[config.mk]
export PLATFORM = sky130hd
export DESIGN_NAME = dmem_arbiter
export DESIGN_NICKNAME = d
export VERILOG_FILES = /design/src/rtl/dmem_arbiter.sv
export SDC_FILE = /design/constraint.sdc
export NUM_CORES = 1
export LEC_CHECK = 0
export ABC_AREA = 1
export CAP_MARGIN = 25
export CORE_MARGIN = 2
export CORE_UTILIZATION = 40
export DETAILED_ROUTE_END_ITERATION = 6
export PLACE_DENSITY = 0.82
export SETUP_SLACK_MARGIN = 0.1
export SKIP_LAST_GASP = 1
export SLEW_MARGIN = 20
export SYNTH_ARGS = -nofsm -noshare
export SYNTH_HDL_FRONTEND = slang
export SYNTH_SLANG_ARGS = --single-unit
[constraint.sdc]
create_clock -name clk -period 2.34 [get_ports clk]
set_input_delay 0.234 -clock clk [delete_from_list [all_inputs] [get_ports clk]]
set_output_delay 0.234 -clock clk [all_outputs]
set_load 0.01 [all_outputs]
[src/rtl/dmem_arbiter.sv]
// dmem_arbiter: two-port arbiter and one-cycle access sequencer for the
// single-ported data memory. Port 0 is the core load/store unit, port 1 the
// program/data loader.
// Build option: DMEM_ARB_RR_EN selects round-robin tie-break; without it,
// port 0 always wins a tie and no last-grant state exists.
module dmem_arbiter #(
  parameter int unsigned MEM_BYTES = 4096
) (
  input  logic        clk,
  input  logic        rst,
  input  logic        p0_req,
  input  logic        p0_we,
  input  logic        p0_byte,
  input  logic [31:0] p0_addr,
  input  logic [31:0] p0_wdata,
  output logic        p0_gnt,
  output logic        p0_rvalid,
  output logic [31:0] p0_rdata,
  output logic        p0_rerr,
  input  logic        p1_req,
  input  logic        p1_we,
  input  logic        p1_byte,
  input  logic [31:0] p1_addr,
  input  logic [31:0] p1_wdata,
  output logic        p1_gnt,
  output logic        p1_rvalid,
  output logic [31:0] p1_rdata,
  output logic        p1_rerr,
  output logic        mem_read,
  output logic        mem_write,
  output logic        load_byte,
  output logic        store_byte,
  output logic [31:0] mem_addr,
  output logic [31:0] mem_wdata,
  input  logic [31:0] mem_rdata
);

  typedef enum logic [0:0] {
    ST_IDLE   = 1'b0,
    ST_ACCESS = 1'b1
  } state_t;

  state_t      r_state;
  state_t      w_next_state;

  logic        r_cmd_we;
  logic        r_cmd_byte;
  logic        r_cmd_err;
  logic        r_cmd_port;
  logic [31:0] r_cmd_addr;
  logic [31:0] r_cmd_wdata;

  logic        r_p0_rvalid;
  logic [31:0] r_p0_rdata;
  logic        r_p0_rerr;
  logic        r_p1_rvalid;
  logic [31:0] r_p1_rdata;
  logic        r_p1_rerr;

  logic        w_win;
  logic        w_capture;
  logic        w_sel_we;
  logic        w_sel_byte;
  logic [31:0] w_sel_addr;
  logic [31:0] w_sel_wdata;
  logic [31:0] w_done_rdata;

`ifdef DMEM_ARB_RR_EN
  logic        r_last_gnt;
`endif

  // Misaligned word access or address beyond the memory is an error.
  function automatic logic f_access_err(input logic i_byte, input logic [31:0] i_addr);
    logic w_misaligned;
    logic w_range;
    w_misaligned = !i_byte && (i_addr[1:0] != 2'b00);
    w_range      = (i_addr >= 32'(MEM_BYTES));
    return w_misaligned || w_range;
  endfunction

  // Winner selection: a lone requester wins; ties use the configured policy.
  always_comb begin
    w_win = 1'b0;
    if (p0_req && p1_req) begin
`ifdef DMEM_ARB_RR_EN
      w_win = ~r_last_gnt;
`else
      w_win = 1'b0;
`endif
    end else if (p1_req) begin
      w_win = 1'b1;
    end else begin
      w_win = 1'b0;
    end
  end

  // A grant is only given from IDLE and never while reset is held.
  assign w_capture   = (r_state == ST_IDLE) && (p0_req || p1_req) && !rst;
  assign p0_gnt      = w_capture && !w_win;
  assign p1_gnt      = w_capture && w_win;
  assign w_sel_we    = w_win ? p1_we    : p0_we;
  assign w_sel_byte  = w_win ? p1_byte  : p0_byte;
  assign w_sel_addr  = w_win ? p1_addr  : p0_addr;
  assign w_sel_wdata = w_win ? p1_wdata : p0_wdata;

  // State register.
  always_ff @(posedge clk) begin
    if (rst) begin
      r_state <= ST_IDLE;
    end else begin
      r_state <= w_next_state;
    end
  end

  // Next state: IDLE -> ACCESS on a grant, ACCESS always returns to IDLE.
  always_comb begin
    w_next_state = r_state;
    case (r_state)
      ST_IDLE: begin
        if (w_capture) begin
          w_next_state = ST_ACCESS;
        end else begin
          w_next_state = ST_IDLE;
        end
      end
      ST_ACCESS: w_next_state = ST_IDLE;
      default:   w_next_state = ST_IDLE;
    endcase
  end

  // Memory controls: only an error-free command touches the memory.
  always_comb begin
    mem_read   = 1'b0;
    mem_write  = 1'b0;
    load_byte  = 1'b0;
    store_byte = 1'b0;
    mem_addr   = 32'h0000_0000;
    mem_wdata  = 32'h0000_0000;
    case (r_state)
      ST_ACCESS: begin
        if (!r_cmd_err) begin
          mem_addr  = r_cmd_addr;
          mem_wdata = r_cmd_wdata;
          if (r_cmd_we) begin
            mem_write  = !rst;
            store_byte = r_cmd_byte;
          end else begin
            mem_read  = 1'b1;
            load_byte = r_cmd_byte;
          end
        end else begin
          mem_read = 1'b0;
        end
      end
      ST_IDLE: mem_read = 1'b0;
      default: mem_read = 1'b0;
    endcase
  end

  // Command registers: capture the winning payload and its error status.
  always_ff @(posedge clk) begin
    if (rst) begin
      r_cmd_we    <= 1'b0;
      r_cmd_byte  <= 1'b0;
      r_cmd_err   <= 1'b0;
      r_cmd_port  <= 1'b0;
      r_cmd_addr  <= 32'h0000_0000;
      r_cmd_wdata <= 32'h0000_0000;
    end else if (w_capture) begin
      r_cmd_we    <= w_sel_we;
      r_cmd_byte  <= w_sel_byte;
      r_cmd_err   <= f_access_err(w_sel_byte, w_sel_addr);
      r_cmd_port  <= w_win;
      r_cmd_addr  <= w_sel_addr;
      r_cmd_wdata <= w_sel_wdata;
    end
  end

`ifdef DMEM_ARB_RR_EN
  // Remember the last granted port so the other one wins the next tie.
  always_ff @(posedge clk) begin
    if (rst) begin
      r_last_gnt <= 1'b1;
    end else if (w_capture) begin
      r_last_gnt <= w_win;
    end
  end
`endif

  assign w_done_rdata = (!r_cmd_err && !r_cmd_we) ? mem_rdata : 32'h0000_0000;

  // Completion: pulse rvalid for the winner and hold its data/error.
  always_ff @(posedge clk) begin
    if (rst) begin
      r_p0_rvalid <= 1'b0;
      r_p0_rdata  <= 32'h0000_0000;
      r_p0_rerr   <= 1'b0;
      r_p1_rvalid <= 1'b0;
      r_p1_rdata  <= 32'h0000_0000;
      r_p1_rerr   <= 1'b0;
    end else begin
      r_p0_rvalid <= 1'b0;
      r_p1_rvalid <= 1'b0;
      if (r_state == ST_ACCESS) begin
        if (r_cmd_port == 1'b0) begin
          r_p0_rvalid <= 1'b1;
          r_p0_rdata  <= w_done_rdata;
          r_p0_rerr   <= r_cmd_err;
        end else begin
          r_p1_rvalid <= 1'b1;
          r_p1_rdata  <= w_done_rdata;
          r_p1_rerr   <= r_cmd_err;
        end
      end
    end
  end

  assign p0_rvalid = r_p0_rvalid;
  assign p0_rdata  = r_p0_rdata;
  assign p0_rerr   = r_p0_rerr;
  assign p1_rvalid = r_p1_rvalid;
  assign p1_rdata  = r_p1_rdata;
  assign p1_rerr   = r_p1_rerr;

endmodule

==> impl_metrics.env, run 1 <==
export IMPL_run_status="complete, no violations"
export IMPL_synth_yosys_warnings=0
export IMPL_cts_htree_levels=4
export IMPL_postSynthCellCount=823
export IMPL_timing_worst_setup_path_type="flop to output pin"
export IMPL_layout_min_cycle_time_ns=2.189
export IMPL_most_common_layout_cells="284 x sky130_fd_sc_hd__clkdlybuf4s50_1, 249 x sky130_fd_sc_hd__nand2_1, 137 x sky130_fd_sc_hd__dfxtp_1, 105 x sky130_fd_sc_hd__nor2_1, 87 x sky130_fd_sc_hd__o21ai_0"
export IMPL_cts_max_path_buffers=2
export IMPL_final_common_cell="sky130_fd_sc_hd__clkdlybuf4s50_1"
export IMPL_wire_length_of_the_first_global_routing_pass_um=30330
export IMPL_synth_mux_area_fraction_pct=0
export IMPL_grt_remaining_overflow=0
export IMPL_slew_margin_rel_pct=67.96
export IMPL_dp_hpwl_um=14170
export IMPL_grt_start_max_net_pins=67
export IMPL_die_area_um2=15330
export IMPL_chipHeight_um=123.8
export IMPL_grt_total_usage_pct=25.45
export IMPL_power_ir_vdd_worst_v=0.0004809
export IMPL_synth_compound_area_share_pct=18.96
export IMPL_maxCapViolations=0
export IMPL_power_density_nw_per_um2=660.0
export IMPL_rsz0062_at_grt="true"
export IMPL_drcViolationCount=0
export IMPL_core_area_um2=13930
export IMPL_timing_final_max_slew_violations=0
export IMPL_first_global_vias=5924
export IMPL_fin_setup_tns_ns=0
export IMPL_routed_top_layer="met4"
export IMPL_globalplace_congestion=0.9192
export IMPL_leakagePower_nw=4.071
export IMPL_holdWs_ns=0.3950
export IMPL_n_antenna_cell=0
export IMPL_io_buffer_count=305
export IMPL_cts_hold_buffers_added=0
export IMPL_floorplan_io_pins=306
export IMPL_clkTransAtPathRegs_ns=0.06
export IMPL_maxClockFrequency_mhz=456.9
export IMPL_placement_cell_area_um2=8975
export IMPL_preCtsSetupSlack_ns=0.1982
export IMPL_critical_path_endpoint_type="output pin"
export IMPL_grt_antenna_before_repair=0
export IMPL_max_slew_worst_pin_slew_ns=0.4807
export IMPL_layout_nets=1275
export IMPL_cts_buffers_inserted=17
export IMPL_drt_initial_drc_count=495
export IMPL_finish_instance_area_um2=9632
export IMPL_cts_sinks=137
export IMPL_finalWorstSetupSlack_ns=0.1512
export IMPL_fillers=1132
export IMPL_drt_vias_per_instance=5.004
export IMPL_wl_per_cell_um=15.38
export IMPL_drt_wl_total_um=19990
export IMPL_detailroute_via_count=6505
export IMPL_clock_tree_root_cell="sky130_fd_sc_hd__clkbuf_16"
export IMPL_first_pass_iters=5
export IMPL_timing_critical_path_from_type="flop"
export IMPL_area_growth_syn_to_layout_pct=67.75
export IMPL_report_final_setup_viol=0
export IMPL_number_of_register_bits_inferred_by_synthesis=137
export IMPL_route_layer_met1_wl_um=8022
export IMPL_met3RoutedLength_um=1637
export IMPL_worst_hold_path_type="primary input to flop"
export IMPL_crit_path_max_fanout=21
export IMPL_synth_lib_cells_used_distinct=23
export IMPL_synth_area_per_cell_um2=6.977
export IMPL_placement_row_count=43
export IMPL_final_layout_size_suffix_gt1_share_pct=5.536
export IMPL_fin_total_pwr_mw=6.357
export IMPL_mappedNetlistNets=991
export IMPL_floorplan_initialDensity_pct=41.20
export IMPL_fin_crit_sh_pct=93.54
export IMPL_required_ns=2.11
export IMPL_synth_simple_area_share_pct=25.41
export IMPL_cts_tree="built"
export IMPL_dominant_combinational_cell_family_by_area_after_synthesis="simple AND/OR/NAND/NOR gates"
export IMPL_skew_ns=0.008020
export IMPL_remaining_antenna_violation_count_after_routing=0
export IMPL_critical_path_arrival_ns=1.95
export IMPL_ys_seq_area_share_pct=47.77
export IMPL_die_width_um=123.8
export IMPL_length_of_routed_met2_wiring_um=9602
export IMPL_synthXorXnorAreaFrac_pct=0
export IMPL_netlist_area_um2=5742
export IMPL_clkLatencyLatePin_ns=0.41
export IMPL_report_final_hold_viol_count=0
export IMPL_post_synth_fa_ha_maj_area_fraction_pct=0
-- per-layer routing --
| metal | vias to the layer above | GRT usage, % |
|---|---|---|
| met5 | - | 0 |
| met4 | 0 | 12.71 |
| met3 | 49 | 7.234 |
| met2 | 288 | 41.48 |
| met1 | 2930 | 30.68 |
| li1 | 3238 | - |
-- final cells by class --
type                            instances  area (um2)  share of cell area [%]
Multi-Input combinational cell        577        2560                   26.58
Clock buffer                           18       439.2                   4.560
Timing Repair Buffer                  327        3322                   34.49
Tap cell                              180       225.2                   2.338
Clock inverter                         14       166.4                   1.728
Inverter                               47       176.4                   1.832
Sequential cell                       137        2743                   28.47
-- synthesized netlist by cell type --
| cell type | n | area, um2 |
|---|---|---|
| sky130_fd_sc_hd__nor2_1 | 107 | 401.6 |
| sky130_fd_sc_hd__a22oi_1 | 2 | 15.01 |
| sky130_fd_sc_hd__a31oi_1 | 31 | 193.9 |
| sky130_fd_sc_hd__clkbuf_1 | 40 | 150.1 |
| sky130_fd_sc_hd__nand2_1 | 249 | 934.7 |
| sky130_fd_sc_hd__nor3_1 | 3 | 15.01 |
| sky130_fd_sc_hd__o21ai_0 | 87 | 435.4 |
| sky130_fd_sc_hd__clkinv_1 | 1 | 3.750 |
| sky130_fd_sc_hd__buf_1 | 6 | 22.52 |
| sky130_fd_sc_hd__o32ai_1 | 10 | 87.58 |
| sky130_fd_sc_hd__inv_1 | 45 | 168.9 |
| sky130_fd_sc_hd__inv_2 | 1 | 3.750 |
| sky130_fd_sc_hd__or2_2 | 1 | 6.260 |
| sky130_fd_sc_hd__nor2_4 | 2 | 22.52 |
| sky130_fd_sc_hd__o21ai_2 | 1 | 8.760 |
| sky130_fd_sc_hd__nand3b_1 | 1 | 7.510 |
| sky130_fd_sc_hd__o22ai_1 | 2 | 12.51 |
| sky130_fd_sc_hd__buf_4 | 9 | 67.56 |
| sky130_fd_sc_hd__buf_2 | 7 | 35.03 |
| sky130_fd_sc_hd__dfxtp_1 | 137 | 2743 |
| sky130_fd_sc_hd__nor2_2 | 1 | 6.260 |
| sky130_fd_sc_hd__a21oi_1 | 67 | 335.3 |
| sky130_fd_sc_hd__nand3_1 | 13 | 65.06 |
-- critical path, stage by stage, from the launching register on --
cell and delay [ns]:
sky130_fd_sc_hd__dfxtp_1 0.34, sky130_fd_sc_hd__inv_1 0.06, sky130_fd_sc_hd__or2_4 0.31, sky130_fd_sc_hd__buf_12 0.18
sky130_fd_sc_hd__nor2_1 0.11, sky130_fd_sc_hd__clkdlybuf4s50_1 0.55
-- through the flow --
stage	std cells	utilization, %
2_1_floorplan	823	-
3_3_place_gp	1267	64.41
3_5_place_dp	1267	64.41
4_1_cts	1299	68.74
5_1_grt	1300	69.12
6_report	1300	69.12
-- what timing repair did --
action | 4_1_cts | 5_1_grt
buffers inserted | 0 | 1
setup endpoints to repair | 24 | 24
gates resized for setup | 4 | 18
-- where the power goes --
part | switching, mW | internal (mW)
Combinational | 0.540 | 0.573
Clock | 1.07 | 1.62
Sequential | 0.0635 | 2.49
Total | 1.67 | 4.68
-- cells by family after synthesis --
| kind of cell | count (synthesis) |
|---|---|
| simple gates | 377 |
| compound gates | 200 |
| flops | 137 |
| buf+inv | 109 |
-- registers in the layout, summed over array words and instances (netlist names), 32 cells and up --
name / cells
p0_rdata: 32
p1_rdata: 32
r_cmd_addr: 32
r_cmd_wdata: 32
-- worst paths after layout --
path,start,end,slack (ns),cells after the start
setup reg to reg,r_state$_SDFF_PP0_,r_cmd_wdata[22]$_SDFFE_PP0P_,0.68,9
hold reg to reg,r_cmd_addr[1]$_SDFFE_PP0P_,r_cmd_addr[1]$_SDFFE_PP0P_,0.47,2
setup / recovery,r_state$_SDFF_PP0_,mem_addr[25],0.15,5
hold / removal,p0_wdata[14],r_cmd_wdata[14]$_SDFFE_PP0P_,0.39,3
No activity file was read; power rests on OpenSTA's default activity.
==> inputs of run 2 (changes only) <==
- SLEW_MARGIN: 20 -> 10
- TNS_END_PERCENT: default -> 1
==> run 2 against run 1 <==
  * Sequential power about the same
  * Clock skew barely moved
  * Register-to-register slack hardly changed
  * Critical path type unchanged
  * Critical endpoint is now mem_addr[0]
==> impl_metrics.env, run 2 (synthesis gave the netlist of run 1 again) <==
export IMPL_run_status="complete, no violations"
export IMPL_floorplan_io_pins=306
export IMPL_power_density_nw_per_um2=662.7
export IMPL_gate_power_share_pct=17.5
export IMPL_core_area_um2=13930
export IMPL_power_ir_vdd_worst_v=0.0004816
export IMPL_placement_row_count=43
export IMPL_critical_path_max_stage_delay_ns=0.58
export IMPL_clock_tree_root_cell="sky130_fd_sc_hd__clkbuf_16"
export IMPL_dp_hpwl_um=14170
export IMPL_cell_by_cell_listing_of_the_critical_path="inv_1, or2_4, buf_12, nor2_1, clkdlybuf4s50_1"
export IMPL_slew_margin_rel_pct=67.71
export IMPL_required_ns=2.11
export IMPL_report_final_hold_viol_count=0
export IMPL_maxClockFrequency_mhz=453.4
export IMPL_grt_remaining_overflow=0
export IMPL_total_switching_power_mw=1.666
export IMPL_power_sequential_fraction_pct=40.2
export IMPL_n_antenna_cell=0
export IMPL_cts_htree_levels=4
export IMPL_timing_critical_path_from_type="flop"
export IMPL_power_report_internal_total_mw=4.685
export IMPL_setup_worst_path_start="r_state$_SDFF_PP0_"
export IMPL_critical_path_endpoint_type="output pin"
export IMPL_final_common_cell="sky130_fd_sc_hd__clkdlybuf4s50_1"
export IMPL_wl_per_cell_um=15.35
export IMPL_finish_instance_area_um2=9584
export IMPL_clkTransAtPathRegs_ns=0.06
export IMPL_cts_max_path_buffers=2
export IMPL_most_common_layout_cells="303 x sky130_fd_sc_hd__clkdlybuf4s50_1, 249 x sky130_fd_sc_hd__nand2_1, 137 x sky130_fd_sc_hd__dfxtp_1, 105 x sky130_fd_sc_hd__nor2_1, 87 x sky130_fd_sc_hd__o21ai_0"
export IMPL_fin_crit_sh_pct=94.26
export IMPL_grt_antenna_before_repair=0
export IMPL_clkLatencyLatePin_ns=0.41
export IMPL_layout_min_cycle_time_ns=2.206
export IMPL_placement_cell_area_um2=8975
export IMPL_cts_repair_timing_setup_buffer_count=0
export IMPL_cts_hold_buffers_added=0
export IMPL_leakagePower_nw=3.752
export IMPL_cts_buffers_inserted=17
export IMPL_die_width_um=123.8
export IMPL_final_seq_area_um2=2743
export IMPL_area_growth_syn_to_layout_pct=66.92
export IMPL_sw_frac_of_total_pct=26.23
export IMPL_ff2ff_setup_slack_ns=0.68
export IMPL_maxCapViolations=0
export IMPL_timing_worst_setup_path_type="flop to output pin"
export IMPL_io_buffer_count=305
export IMPL_grt_start_max_net_pins=67
export IMPL_power_clock_fraction_pct=42.3
export IMPL_globalplace_congestion=0.9192
export IMPL_max_slew_worst_pin_slew_ns=0.4844
export IMPL_critical_path_arrival_ns=1.97
export IMPL_chipHeight_um=123.8
export IMPL_timing_final_max_slew_violations=0
export IMPL_final_layout_size_suffix_gt1_share_pct=5.451
export IMPL_grt_total_usage_pct=25.44
export IMPL_skew_ns=0.007925
export IMPL_crit_reg2reg_launch="r_state$_SDFF_PP0_"
export IMPL_drt_vias_per_instance=4.997
export IMPL_die_area_um2=15330
export IMPL_holdWs_ns=0.3954
export IMPL_rsz0062_at_grt="true"
export IMPL_multi_input_area_um2=2560
export IMPL_critPathSlowestCell="sky130_fd_sc_hd__clkdlybuf4s50_1"
export IMPL_drt_initial_drc_count=506
export IMPL_detailroute_via_count=6491
export IMPL_fillers=1141
export IMPL_first_pass_iters=5
export IMPL_timing_hold_worst_start="p0_wdata[14]"
export IMPL_report_final_setup_viol=0
export IMPL_crit_path_max_fanout=21
export IMPL_worst_hold_path_type="primary input to flop"
export IMPL_floorplan_initialDensity_pct=41.20
export IMPL_drt_wl_total_um=19950
export IMPL_cts_tree="built"
export IMPL_fin_setup_tns_ns=0
export IMPL_first_global_vias=5924
export IMPL_wire_length_of_the_first_global_routing_pass_um=30320
export IMPL_drcViolationCount=0
export IMPL_layout_nets=1274
export IMPL_remaining_antenna_violation_count_after_routing=0
export IMPL_cts_sinks=137
==> run 2: repair_timing <==
action                     in CTS  in global routing
pin swaps                       0                  0
gates resized for setup         2                  1
setup endpoints to repair      24                 26
==> run 2: critical path, delay by kind of cell (launching register included) <==
family / cells / cell delay (ns)
and+or+nand+nor: 2 / 0.40
buffers and inverters: 3 / 0.82
DFF: 1 / 0.34
==> run 2: worst paths after layout <==
kind                                   to  depth (start not counted)
max reg2reg  r_cmd_wdata[22]$_SDFFE_PP0P_                          9
min          r_cmd_wdata[14]$_SDFFE_PP0P_                          3
min reg2reg    r_cmd_addr[1]$_SDFFE_PP0P_                          2
max                           mem_addr[0]                          5
==> run 2: final cells by class <==
type,instances,area share [%]
clock buffers,18,4.582
clock inverters,14,1.736
inverters,47,1.841
multi-input cells,577,26.71
flip-flops and latches,137,28.62
well taps,180,2.350
repair buffers,326,34.16
==> run 2: per-layer routing <==
layer | wire length, um | up-vias | global-route usage (%)
met2 | 9579 | 275 | 41.45
met3 | 1634 | 51 | 7.234
met1 | 7972 | 2928 | 30.68
met5 | 0 | - | 0
li1 | - | 3237 | -
met4 | 760 | 0 | 12.71
==> run 2: through the flow <==
stage / power [mW] / utilization (%) / instances / setup WS, ns
floorplan: 3.072 / - / 823 / 0.7994
global placement: 3.692 / 64.41 / 1267 / 0.2147
detailed placement: 3.706 / 64.41 / 1267 / 0.1982
CTS: 6.408 / 68.76 / 1299 / 0.09849
global route: 6.617 / 68.78 / 1299 / 0.01920
finish: 6.352 / 68.78 / 1299 / 0.1343
==> run 2: power groups by stage <==
stage                     sequential, mW  clock [mW]  combinational, mW
after CTS                           2.55        2.74               1.12
final                               2.55        2.69               1.11
after global routing                2.57        2.83               1.22
after global placement              2.59           0               1.10
after detailed placement            2.60           0               1.11
after floorplan                     2.62           0              0.454
==> inputs of run 3 (changes only) <==
- CORE_UTILIZATION: 40 -> 43
- PLACE_DENSITY: 0.82 -> 0.87
==> run 3 against run 2 <==
  * Hold slack got worse by 0.0050 ns
  * Non-clock buffer count decreased by 1
  * Final cell count decreased by 0.38%
  * Global-route usage increased by 2.0 points
  * Wire length increased by 1.6%
  * Final area decreased by 0.74%
  * Fmax increased by 0.74%
  * Die area decreased by 6.8%
  * Total power decreased by 2.1%
  * Sequential share of layout area increased by 0.21 points
  * Clock-buffer cell count increased by 5
==> impl_metrics.env, run 3 (synthesis gave the netlist of run 1 again) <==
export IMPL_run_status="complete, no violations"
export IMPL_final_layout_size_suffix_gt1_share_pct=5.009
export IMPL_drcViolationCount=0
export IMPL_first_pass_iters=7
export IMPL_floorplan_io_pins=306
export IMPL_required_ns=2.11
export IMPL_rsz0062_at_grt="true"
export IMPL_finish_instance_area_um2=9513
export IMPL_cts_repair_timing_setup_buffer_count=0
export IMPL_clock_tree_root_cell="sky130_fd_sc_hd__clkbuf_16"
export IMPL_sw_frac_of_total_pct=24.99
export IMPL_timing_critical_path_from_type="flop"
export IMPL_final_common_cell="sky130_fd_sc_hd__clkdlybuf4s50_1"
export IMPL_wl_per_cell_um=15.65
export IMPL_report_final_setup_viol=0
export IMPL_maxCapViolations=0
export IMPL_layout_nets=1274
export IMPL_cts_htree_levels=4
export IMPL_power_report_internal_total_mw=4.666
export IMPL_critPathSlowestCell="sky130_fd_sc_hd__clkdlybuf4s50_1"
export IMPL_power_clock_fraction_pct=41.1
export IMPL_clkTransAtPathRegs_ns=0.06
export IMPL_cell_by_cell_listing_of_the_critical_path="buf_4, nand2_1, nor2_1, clkdlybuf4s50_1"
export IMPL_core_area_um2=13140
export IMPL_timing_worst_setup_path_type="flop to output pin"
export IMPL_slew_margin_rel_pct=60.89
export IMPL_crit_path_max_fanout=33
export IMPL_power_density_nw_per_um2=654.0
export IMPL_clkLatencyLatePin_ns=0.42
export IMPL_setup_worst_path_start="r_state$_SDFF_PP0_"
export IMPL_critical_path_arrival_ns=1.96
export IMPL_area_growth_syn_to_layout_pct=65.68
export IMPL_grt_remaining_overflow=0
export IMPL_dp_hpwl_um=13920
export IMPL_worstSetupPathDepth=4
export IMPL_drt_initial_drc_count=541
export IMPL_crit_reg2reg_launch="r_state$_SDFF_PP0_"
export IMPL_chipHeight_um=119.6
export IMPL_wire_length_of_the_first_global_routing_pass_um=31070
export IMPL_leakagePower_nw=3.702
export IMPL_fin_crit_sh_pct=93.57
export IMPL_globalplace_congestion=0.8761
export IMPL_drt_vias_per_instance=5.128
export IMPL_critical_path_top_delay_family="buffers and inverters"
export IMPL_die_area_um2=14290
export IMPL_n_antenna_cell=0
export IMPL_worst_path_buf_inv=2
export IMPL_gate_power_share_pct=17.9
export IMPL_most_common_layout_cells="305 x sky130_fd_sc_hd__clkdlybuf4s50_1, 249 x sky130_fd_sc_hd__nand2_1, 137 x sky130_fd_sc_hd__dfxtp_1, 105 x sky130_fd_sc_hd__nor2_1, 87 x sky130_fd_sc_hd__o21ai_0"
export IMPL_placement_row_count=42
export IMPL_maxClockFrequency_mhz=456.7
export IMPL_worstReg2RegEnd="r_cmd_wdata[30]$_SDFFE_PP0P_"
export IMPL_cts_tree="built"
export IMPL_grt_start_max_net_pins=67
export IMPL_worst_hold_path_type="primary input to flop"
export IMPL_total_switching_power_mw=1.555
export IMPL_layout_min_cycle_time_ns=2.189
export IMPL_critical_path_max_stage_delay_ns=0.58
export IMPL_cts_buffers_inserted=17
export IMPL_power_ir_vdd_worst_v=0.0004433
export IMPL_io_buffer_count=305
export IMPL_grt_antenna_before_repair=0
export IMPL_placement_cell_area_um2=8937
export IMPL_die_width_um=119.6
export IMPL_cts_max_path_buffers=2
export IMPL_floorplan_initialDensity_pct=43.70
export IMPL_grt_total_usage_pct=27.43
export IMPL_drt_wl_total_um=20260
export IMPL_report_final_hold_viol_count=0
export IMPL_register_to_register_path_depth=9
export IMPL_first_global_vias=6183
export IMPL_detailroute_via_count=6636
export IMPL_power_sequential_fraction_pct=41.1
export IMPL_critical_path_endpoint_type="output pin"
export IMPL_cts_sinks=137
export IMPL_timing_final_max_slew_violations=0
export IMPL_skew_ns=0.006755
export IMPL_setup_worst_path_end="mem_wdata[30]"
export IMPL_max_slew_worst_pin_slew_ns=0.5866
export IMPL_fin_setup_tns_ns=0
export IMPL_ff2ff_setup_slack_ns=0.61
export IMPL_remaining_antenna_violation_count_after_routing=0
-- run 3: cell count changes in the layout (fill, tap and decap cells not counted), sizes merged, moves of 2 or more --
cell           previous run  this run
clkbuf                   18        23
clkdlybuf4s50           303       305
clkinv                    9         6
inv                      49        46
-- run 3: worst min-delay path by stage --
stage | start | end | cells after the start
after floorplan | p0_wdata[2] | r_cmd_wdata[2]$_SDFFE_PP0P_ | 2
after global placement | p1_rerr$_SDFFE_PP0P_ | p1_rerr$_SDFFE_PP0P_ | 2
after detailed placement | r_cmd_addr[0]$_SDFFE_PP0P_ | r_cmd_addr[0]$_SDFFE_PP0P_ | 2
after CTS | p0_wdata[8] | r_cmd_wdata[8]$_SDFFE_PP0P_ | 3
after global routing | p0_wdata[8] | r_cmd_wdata[8]$_SDFFE_PP0P_ | 3
final | p0_wdata[8] | r_cmd_wdata[8]$_SDFFE_PP0P_ | 3
-- run 3: cell type report --
class / count / area (um2)
Inverter: 47 / 176.4
Clock inverter: 8 / 96.34
Sequential cell: 137 / 2743
Clock buffer: 23 / 467.9
Multi-Input combinational cell: 578 / 2569
Tap cell: 176 / 220.2
Timing Repair Buffer: 325 / 3241
Fill cell: 1023 / 3625
-- run 3: per-layer routing --
metal	vias up	wire (um)	GRT usage [%]
met5	-	0	0
met4	0	787	13.38
met1	3015	8068	32.74
met2	328	9740	45.68
met3	58	1661	7.319
li1	3235	-	-
-- run 3: power by group through the flow --
stage	clock network [mW]	logic, mW	registers (mW)
2_1_floorplan	0	0.454	2.62
6_report	2.55	1.11	2.56
5_1_grt	2.69	1.21	2.57
3_3_place_gp	0	1.08	2.59
4_1_cts	2.59	1.10	2.55
3_5_place_dp	0	1.09	2.60
-- run 3: repair_timing --
| item | in CTS | in global routing |
|---|---|---|
| cloned | 0 | 1 |
| endpoints found under the setup margin | 36 | 17 |
| hold buffers | 0 | 0 |
| gates resized for setup | 1 | 1 |
-- run 3: worst min-delay path, delay by kind of cell --
kind                   cells  cell delay, ns
buffers and inverters      1            0.39
AO/OA/AOI/OAI              1            0.06
AND/OR/NAND/NOR            1            0.06
-- run 3: through the flow --
stage / worst slack [ns] / power (mW) / util [%] / hold WS (ns) / cells
floorplan: 0.7994 / 3.072 / - / 0.3813 / 823
global placement: 0.2534 / 3.676 / 68.03 / 0.4618 / 1262
detailed placement: 0.1949 / 3.691 / 68.03 / 0.4666 / 1262
CTS: 0.1306 / 6.242 / 72.34 / 0.3732 / 1293
global route: 0.04384 / 6.465 / 72.41 / 0.3928 / 1294
finish: 0.1505 / 6.221 / 72.41 / 0.3904 / 1294
==> RTL change: new RTL, config.mk and constraints of run 1 <==
The option `DMEM_ARB_RR_EN` is turned on by a define.
--- a/src/rtl/dmem_arbiter.sv
+++ b/src/rtl/dmem_arbiter.sv
@@ -3,6 +3,8 @@
 // program/data loader.
 // Build option: DMEM_ARB_RR_EN selects round-robin tie-break; without it,
 // port 0 always wins a tie and no last-grant state exists.
+`define DMEM_ARB_RR_EN
+
 module dmem_arbiter #(
   parameter int unsigned MEM_BYTES = 4096
 ) (
Behaviour: not the same (Yosys sat finds a counterexample within 4 cycles, from zero or initial values and one cycle with rst high).
==> RTL change against run 1 <==
Register-to-register slack better by 0.02 ns. Area after synthesis rose by 2.4%. Wire length shrank 0.57%. Sequential share of layout area is 0.15 points higher. Power increased by 2.4%. Core utilization decreased by 2.2 points. Sequential power rose by 2%. Worst hold slack worse by 0.13 ns. Sequential cell count rose by 1. Cell area is 0.19% higher. Setup slack improved by 0.038 ns. Critical path depth fell by 1.
==> RTL change: results (changes against run 1) <==
[clock_tree]
numCtsBuffers=17  ; unchanged
clockRootBuffer=clkbuf_16  ; unchanged
clk_latency_ns=0.41  ; about the same
cts_buffer_depth=2  ; unchanged
htreeDepth=4  ; unchanged
clk_pin_slew_ns=0.06  ; about the same
post_cts_buffers=0  ; unchanged

[logic_synthesis]
synth.area.mux_share_pct=0  ; unchanged
synthTopCellsByArea=dfxtp_1 47%, nand2_1 15%, o21ai_0 7.5%, nor2_1 6.8%, a21oi_1 5.9%  ; was dfxtp_1 48%, nand2_1 16%, o21ai_0 7.6%, nor2_1 7.0%, a21oi_1 5.8%
yosys_warnings=0  ; unchanged
synthAdderAreaFrac_pct=0  ; unchanged
avgSynthCellArea_um2=7.16  ; was 6.98 um2
postSynthNetCount=989  ; was 991
synth.distinct_cells=25  ; was 23
synth_compound_area_share_pct=19.1  ; was 19.0%
async_flop_share_pct=0  ; unchanged
ys.flop_type=dfxtp_1  ; unchanged
netlist_top_cells_count=237 x nand2_1, 138 x dfxtp_1, 107 x nor2_1  ; was 249 x nand2_1, 137 x dfxtp_1, 107 x nor2_1
seq_area_frac_synth_pct=47.0  ; was 47.8%
synth-xor-area-share_pct=0  ; unchanged

[placed_design]
place_hpwl_um=13900  ; was 14200 um
place_ws_ns=0.185  ; was 0.198 ns
gp_congestion=0.846  ; was 0.919
portBuffers=305  ; unchanged

[critical_path]
r2r-start=r_last_gnt$_SDFFE_PP1P_  ; was r_state$_SDFF_PP0_
worst-r2r-cell-count=11  ; was 9
cp_max_fo=6  ; was 21
r2r-end=r_cmd_err$_SDFFE_PP0P_  ; was r_cmd_wdata[22]$_SDFFE_PP0P_
worstPathArrival_ns=1.92  ; was 1.95 ns
ff2ff_setup_slack_ns=0.70  ; was 0.68 ns

[detailed_routing]
dr_wl_met3_um=1580  ; was 1640 um
wl_met1_um=8240  ; was 8020 um
num_vias=6528  ; was 6505
wl_met2_um=9380  ; was 9600 um
drt-initial-drc-count=358  ; was 495
drt_first_pass_iters=5  ; unchanged
maxUsedRoutingLayer=met4  ; unchanged
wl_um=19900  ; was 20000 um

[grt]
grt_pass1_vias=6173  ; was 5924
grt_max_degree=67  ; unchanged
grt_util_all_layers_pct=24.6  ; was 25.4%
grt_pass1_wl_um=31400  ; was 30300 um
antenna_found_initial=0  ; unchanged

[power]
leakage_nw=4.03  ; was 4.07 nW
vdd_ir_drop_max_mv=0.445  ; was 0.481 mV

[min_path]
hold_depth=4  ; was 3
hold_class=in2reg  ; unchanged
min_to=r_cmd_err$_SDFFE_PP0P_  ; was r_cmd_wdata[14]$_SDFFE_PP0P_
hp-start=rst  ; was p0_wdata[14]

[timing]
skew_ns=0.00979  ; was 0.00802 ns
worst_slew_pin_slew_ns=0.527  ; was 0.481 ns

[finish]
drive_gt1_share_pct=5.74  ; was 5.54%
num_antenna_cells=0  ; unchanged
stdcell_count=1299  ; was 1300

[outcome]
status=completed  ; unchanged

## RTL change: cell types whose count changed after synthesis, sizes merged, moves of 2 or more
cell / run 1 / this run
nand3: 13 / 17
clkbuf: 40 / 31
a22oi: 2 / 4
a31oi: 31 / 29
a21oi: 67 / 69
buf: 22 / 31
nand2: 249 / 239
## RTL change: per-stage QoR
stage	hold slack, ns	utilization (%)	cell area (um2)
2_1_floorplan	0.381	-	5880
3_3_place_gp	0.462	62.5	9010
3_5_place_dp	0.466	62.5	9010
4_1_cts	0.256	66.6	9610
5_1_grt	0.312	66.9	9650
6_report	0.265	66.9	9650
## RTL change: worst max path at each step
stage                  startpoint                endpoint  slack, ns  cells past startpoint
3_5_place_dp               p1_req  r_cmd_err$_SDFFE_PP0P_       0.19                     11
4_1_cts        r_state$_SDFF_PP0_             mem_addr[1]       0.06                      5
2_1_floorplan  r_state$_SDFF_PP0_            mem_addr[10]       0.85                      6
5_1_grt        r_state$_SDFF_PP0_            mem_addr[14]       0.07                      4
6_report       r_state$_SDFF_PP0_            mem_addr[12]       0.19                      4
3_3_place_gp               p0_req                  p0_gnt       0.24                      6
## RTL change: metal layers
layer / GRT usage [%] / vias up
li1: - / 3236
met1: 29.7 / 2953
met2: 40.6 / 293
met3: 7.23 / 46
met4: 10.8 / 0
met5: 0 / -
## RTL change: cell families after synthesis
family / count (synthesis)
flip-flops: 138
buffers and inverters: 107
AO/OA/AOI/OAI: 204
AND/OR/NAND/NOR: 372
## RTL change: power breakdown
| part | switching (mW) | leakage [nW] | internal, mW | total, mW |
|---|---|---|---|---|
| combinational | 0.588 | 2.60 | 0.589 | 1.18 |
| clock | 1.09 | 0.297 | 1.66 | 2.75 |
| sequential | 0.0716 | 1.13 | 2.51 | 2.59 |
## RTL change: critical path, cell delays in order, from the launching register on
cell	delay [ns]
dfxtp_1	0.36
inv_2	0.10
or2_2	0.37
nor2_1	0.10
clkdlybuf4s50_1	0.58
## RTL change: cell type report
class	instances	area [um2]
multi-input combinational	577	2640
tap	184	230
sequential	138	2760
clock inverter	13	158
fill	1244	4770
inverter	45	174
timing repair buffer	323	3230
clock buffer	19	453
## RTL change: repair_timing
item                       CTS  global route
pin swaps                    0             1
resized for setup           18            13
cloned                       0             1
setup endpoints to repair   27            17
